### src/rtl/cache_pkg.sv
// cache_pkg
//    Shared definitions for the cache line refill path.
//    state_t  : refill controller state encoding
//    tag_w()  : tag field width from address/line/cache widths
//    idx_w()  : word-index width from the line width
//    BEAT_W / LAST_BEAT : burst beat counter width and final beat value
package cache_pkg;

   typedef enum logic [2:0] {
      IDLE    = 3'd0,
      WB_ADDR = 3'd1,
      WB_DATA = 3'd2,
      RF_ADDR = 3'd3,
      RF_DATA = 3'd4,
      DONE    = 3'd5
   } state_t;

   // A line burst is always 16 beats; the counter wraps back to 0 after the last one.
   localparam int              BEAT_W    = 4;
   localparam logic [BEAT_W-1:0] LAST_BEAT = '1;

   function automatic int tag_w(input int addr_width, input int line_width, input int cache_width);
      return addr_width - line_width - cache_width;
   endfunction

   // Word index inside a line: bytes-per-line log2 minus the 4-byte word offset.
   function automatic int idx_w(input int line_width);
      return line_width - 2;
   endfunction

endpackage

### src/rtl/line_refill.sv
// line_refill
//    Miss handler for one cache line. On an accepted miss it optionally writes
//    back the dirty victim line as a 16-beat burst, then refills the line with
//    a 16-beat read burst and pulses done.
// Ports
//    clk, rst                      : clock, asynchronous active-low reset
//    req_valid/req_ready           : miss request handshake
//    req_addr/req_dirty/req_victim_tag : miss address, victim dirty flag, victim tag
//    done                          : one-cycle completion pulse
//    line_*                        : write port into the cache line storage
//    line_rdata                    : cache line read data (combinational on line_index)
//    mem_req_*                     : burst address channel to memory
//    mem_w*                        : writeback beat channel
//    mem_rvalid/mem_rdata          : refill beat channel (always accepted)
module line_refill
   import cache_pkg::*;
#(
   parameter int ADDR_WIDTH  = 32,
   parameter int DATA_WIDTH  = 32,
   parameter int LINE_WIDTH  = 6,
   parameter int CACHE_WIDTH = 6,
   localparam int TAG_W = tag_w(ADDR_WIDTH, LINE_WIDTH, CACHE_WIDTH),
   localparam int IDX_W = idx_w(LINE_WIDTH)
) (
   input  logic                  clk,
   input  logic                  rst,
   input  logic                  req_valid,
   output logic                  req_ready,
   input  logic [ADDR_WIDTH-1:0] req_addr,
   input  logic                  req_dirty,
   input  logic [TAG_W-1:0]      req_victim_tag,
   output logic                  done,
   output logic                  line_write_en,
   output logic                  line_valid,
   output logic                  line_dirty,
   output logic [TAG_W-1:0]      line_tag,
   output logic [IDX_W-1:0]      line_index,
   output logic [3:0]            line_byte_en,
   output logic [DATA_WIDTH-1:0] line_wdata,
   input  logic [DATA_WIDTH-1:0] line_rdata,
   output logic                  mem_req_valid,
   input  logic                  mem_req_ready,
   output logic                  mem_req_write,
   output logic [ADDR_WIDTH-1:0] mem_req_addr,
   output logic                  mem_wvalid,
   input  logic                  mem_wready,
   output logic [DATA_WIDTH-1:0] mem_wdata,
   output logic                  mem_wlast,
   input  logic                  mem_rvalid,
   input  logic [DATA_WIDTH-1:0] mem_rdata
);

   localparam int LADDR_W = ADDR_WIDTH - LINE_WIDTH;

   state_t              state_reg, state_next;
   logic [BEAT_W-1:0]   beat_reg, beat_next;
   logic [LADDR_W-1:0]  line_addr_reg;   // miss address without the byte-in-line offset
   logic [TAG_W-1:0]    victim_reg;
   logic                accept;

   // Byte offset within the line never matters for a whole-line transfer.
   logic unused_offset;
   assign unused_offset = ^req_addr[LINE_WIDTH-1:0];

   assign accept = req_valid && (state_reg == IDLE);

   always_ff @(posedge clk or negedge rst) begin
      if (!rst) begin
         state_reg     <= IDLE;
         beat_reg      <= '0;
         line_addr_reg <= '0;
         victim_reg    <= '0;
      end else begin
         state_reg <= state_next;
         beat_reg  <= beat_next;
         if (accept) begin
            line_addr_reg <= req_addr[ADDR_WIDTH-1:LINE_WIDTH];
            victim_reg    <= req_victim_tag;
         end
      end
   end

   // Data paths are unconditional; the strobes below qualify them.
   assign line_index   = IDX_W'(beat_reg);
   assign mem_wdata    = line_rdata;
   assign line_wdata   = mem_rdata;
   assign line_tag     = line_addr_reg[LADDR_W-1 -: TAG_W];
   assign line_dirty   = 1'b0;
   assign line_byte_en = 4'hF;

   always_comb begin
      state_next    = state_reg;
      beat_next     = beat_reg;
      req_ready     = 1'b0;
      done          = 1'b0;
      line_write_en = 1'b0;
      line_valid    = 1'b0;
      mem_req_valid = 1'b0;
      mem_req_write = 1'b0;
      mem_req_addr  = '0;
      mem_wvalid    = 1'b0;
      mem_wlast     = 1'b0;
      case (state_reg)
         IDLE: begin
            req_ready = 1'b1;
            if (req_valid) begin
               state_next = req_dirty ? WB_ADDR : RF_ADDR;
            end
         end
         WB_ADDR: begin
            // Victim lives at the same set index, under its own tag.
            mem_req_valid = 1'b1;
            mem_req_write = 1'b1;
            mem_req_addr  = {victim_reg, line_addr_reg[CACHE_WIDTH-1:0], {LINE_WIDTH{1'b0}}};
            if (mem_req_ready) begin
               state_next = WB_DATA;
               beat_next  = '0;
            end
         end
         WB_DATA: begin
            mem_wvalid = 1'b1;
            mem_wlast  = (beat_reg == LAST_BEAT);
            if (mem_wready) begin
               beat_next = beat_reg + 1'b1;
               if (beat_reg == LAST_BEAT) begin
                  state_next = RF_ADDR;
               end
            end
         end
         RF_ADDR: begin
            mem_req_valid = 1'b1;
            mem_req_addr  = {line_addr_reg, {LINE_WIDTH{1'b0}}};
            if (mem_req_ready) begin
               state_next = RF_DATA;
               beat_next  = '0;
            end
         end
         RF_DATA: begin
            if (mem_rvalid) begin
               line_write_en = 1'b1;
               // The line becomes valid only with its final word.
               line_valid    = (beat_reg == LAST_BEAT);
               beat_next     = beat_reg + 1'b1;
               if (beat_reg == LAST_BEAT) begin
                  state_next = DONE;
               end
            end
         end
         DONE: begin
            done       = 1'b1;
            state_next = IDLE;
         end
         default: begin
            state_next = IDLE;
         end
      endcase
   end

endmodule

### config.mk
export PLATFORM = sky130hd
export DESIGN_NAME = line_refill
export DESIGN_NICKNAME = d
export VERILOG_FILES = /design/src/rtl/cache_pkg.sv /design/src/rtl/line_refill.sv
export SDC_FILE = /design/constraint.sdc
export NUM_CORES = 1
export LEC_CHECK = 0
export CAP_MARGIN = 5
export CELL_PAD_IN_SITES_DETAIL_PLACEMENT = 1
export CELL_PAD_IN_SITES_GLOBAL_PLACEMENT = 2
export CORE_MARGIN = 1
export CORE_UTILIZATION = 17
export DETAILED_ROUTE_END_ITERATION = 16
export PLACE_DENSITY_LB_ADDON = 0.05
export SYNTH_ARGS = -nofsm -noshare
export SYNTH_HDL_FRONTEND = slang
export SYNTH_SLANG_ARGS = --single-unit
### constraint.sdc
create_clock -name clk -period 1.3 [get_ports clk]
set_input_delay 0.195 -clock clk [delete_from_list [all_inputs] [get_ports clk]]
set_output_delay 0.195 -clock clk [all_outputs]
set_load 0.05 [all_outputs]
==> run summary <==
period utilization: 134%
initial antenna violation count: 0
crit-path most repeated cell: buf_12
#FFs+latches synth: 53
Total GRT Usage: 9.77%
post-layout net count: 494
top cells by count, synth: buf_4, dfrtp_1, mux2_4, nor2_1, mux2i_1
Async SR Flop Fraction: 100%
dpl cells: 607
global route hottest layer: met2
PD cells: 2950 nW/um^2
met1 Track Usage GR: 12.2%
post-synth top area cell: dfrtp_1
drt via density: 3.59
I/O Buffers: 110
CTS clk-pin slew, worst paths: 0.07 ns
global route overflow: 0
DP Area: 5220 um^2
max FFs per register: 26
Fillers: 2080
leakage power: 2.43 nW
clock skew: 0.00818 ns
WP buf/inv: 4
Syn Inst Count: 300
Avg Inst Size Synth: 11.6 um^2
final instance area: 5920 um^2
RSZ-0062 raised after global routing: yes
clock root buffer master: clkbuf_16
global-route wire length before repair: 14.9 mm
CP arrival: 1.54 ns
number of diodes: 0
Syn. warnings: 0
Die Y: 145 um
depth of the CTS H-tree: 2
top cells by area, synth: dfrtp_1, buf_4, mux2_4
clock tree buffer depth: 2
Top-Level Pins: 256
final worst slack: -0.438 ns
Die X: 145 um
Die Area: 21000 um^2
Wirelength per Cell: 16.0 um
cell chain of the critical path: buf_6 -> nand2b_4 -> buf_12 -> inv_12 -> and2_4 -> buf_12
initial DRC count: 36
sequential share of the synthesized area: 38.3%
crit-path leading delay family: buffers and inverters
vias: 2285
WHS: 0.390 ns
area of the multi-input gates: 1780 um^2
synthesized area: 3470 um^2
clock sinks: 53
met3 Use GR: 2.47%
Worst setup SP type: flop
failing checks: setup timing
MaxCap Viol Count: 0
CP max FO: 8
Yosys cell types: 35
CTS buffer count: 5
share of cells above drive strength 1: 63.6%
Non-Filler Instances: 636
largest net degree at the start of global routing: 54
number of synthesized flops with an enable pin: 0
Layout area overhead: 70.8%
main flop type after synthesis: dfrtp_1
Setup-failing EPs final: 86
worst-skew pair later-pin latency: 0.30 ns
Finished Core Util: 30.0%
Reg area: 1330 um^2
CP Data Required Time: 1.11 ns
CP endpoint kind: output port
Placer Congestion: 0.678
TritonCTS clock tree: built
Core Footprint: 19700 um^2
critical path class: reg2out
status: finished, violations left
post-synth top area share: 38.3%
min Tclk post-route: 1.74 ns
Slowest-stage cell, CP: dfrtp_1
Max Fclk: 575 MHz
Peak VDD IR: 0.847 mV
DRT Pass-1 Iters: 4
Final Hold Viols: 0
met2 Usage GRT: 16.1%
HPWL after DPL: 6.90 mm
post-route ant nets: 0
dpl ws: -0.355 ns
Slew Limit Fails: 0
most frequent cell after synthesis: buf_4
vias in the first global route: 2502
row count: 51
WL final: 10.2 mm
min-delay worst type: in2out
drt drc: 0
Initial Util: 17.6%
slowest stage delay, CP: 0.41 ns
-- final timing paths --
| kind | start | end | slack, ns | depth (start not counted) |
|---|---|---|---|---|
| setup / recovery | state_reg[2]$_DFFE_PN0P_ | mem_req_addr[9] | -0.44 | 6 |
| hold / removal | mem_rdata[0] | line_wdata[0] | 0.39 | 0 |
| setup reg to reg | state_reg[2]$_DFFE_PN0P_ | line_addr_reg[12]$_DFFE_PN0P_ | -0.44 | 6 |
| hold reg to reg | line_addr_reg[4]$_DFFE_PN0P_ | line_addr_reg[4]$_DFFE_PN0P_ | 0.52 | 1 |
| max in group asynchronous | rst | line_index[2]$_DFFE_PN0P_ | 0.57 | 3 |
| min in group asynchronous | rst | line_addr_reg[18]$_DFFE_PN0P_ | 0.40 | 3 |
-- per-stage QoR --
| stage | TNS [ns] | total power [mW] |
|---|---|---|
| after floorplan | -27.71 | 10.8 |
| after detailed placement | -19.36 | 14.6 |
| after global routing | -37.16 | 18.4 |
| after global placement | -21.14 | 14.6 |
| final | -31.63 | 17.5 |
| after CTS | -34.16 | 16.9 |
-- final cells by class --
type	instances	share of cell area, %
well taps	265	5.60
clock inverters	1	0.127
multi-input cells	146	30.0
inverters	3	0.402
flip-flops and latches	53	22.5
clock buffers	7	2.24
repair buffers	161	39.1
-- cells by family after synthesis --
logic type / share of synthesized area, %
buffers and inverters: 25.1
multiplexers: 25.7
AND/OR/NAND/NOR: 7.51
flip-flops: 38.3
AO/OA/AOI/OAI: 2.60
adder cells (fa/ha/maj): 0.650
other: 0.217
-- metal layers --
metal  up-vias  routed length, um
met2        85               4990
met3        31                593
li1       1030                  -
met4         0                208
met5         -                  0
met1      1139               4380
-- where the power goes --
group | internal [mW] | switching [mW] | total, mW | leakage [nW]
Sequential | 2.50 | 0.976 | 3.48 | 0.627
Clock | 0.719 | 0.654 | 1.37 | 0.0641
Combinational | 6.79 | 5.85 | 12.6 | 1.74
Total | 10.0 | 7.48 | 17.5 | 2.43
-- placed cells by master, fill, tap and decap left out, types with 2 or more instances in the layout --
| cell | Yosys | final |
|---|---|---|
| o21ai_1 | 0 | 2 |
| mux2i_1 | 20 | 3 |
| dfrtp_2 | 0 | 5 |
| buf_16 | 0 | 3 |
| nor2_4 | 0 | 23 |
| mux2i_4 | 0 | 4 |
| buf_12 | 5 | 66 |
| a21oi_4 | 0 | 2 |
| buf_6 | 1 | 16 |
| conb_1 | 2 | 11 |
| nand3b_1 | 2 | 2 |
| and2_4 | 1 | 7 |
| nand2_1 | 5 | 3 |
| dfrtp_1 | 53 | 48 |
| mux2_4 | 40 | 48 |
| clkbuf_16 | 0 | 7 |
| mux2i_2 | 0 | 13 |
| nand3_1 | 3 | 2 |
| nor2_1 | 25 | 2 |
| nand2b_4 | 0 | 2 |
| clkbuf_1 | 2 | 2 |
| nor3_4 | 0 | 4 |
| clkdlybuf4s50_1 | 0 | 51 |
| buf_4 | 97 | 21 |
-- worst reg2reg max path, cell delays in order, from the launching register on --
cell	delay, ns
dfrtp_1	0.41
buf_4	0.15
nor3_4	0.18
and2_4	0.32
buf_6	0.16
buf_16	0.12
mux2_4	0.29
-- repair_timing --
item,CTS,global route
hold endpoints to repair,53,0
setup buffers,12,4
hold buffers,1,0
pin swaps,10,9
resized for setup,34,41
setup endpoints to repair,86,87
gates cloned,3,2
No activity file was read; power rests on OpenSTA's default activity.
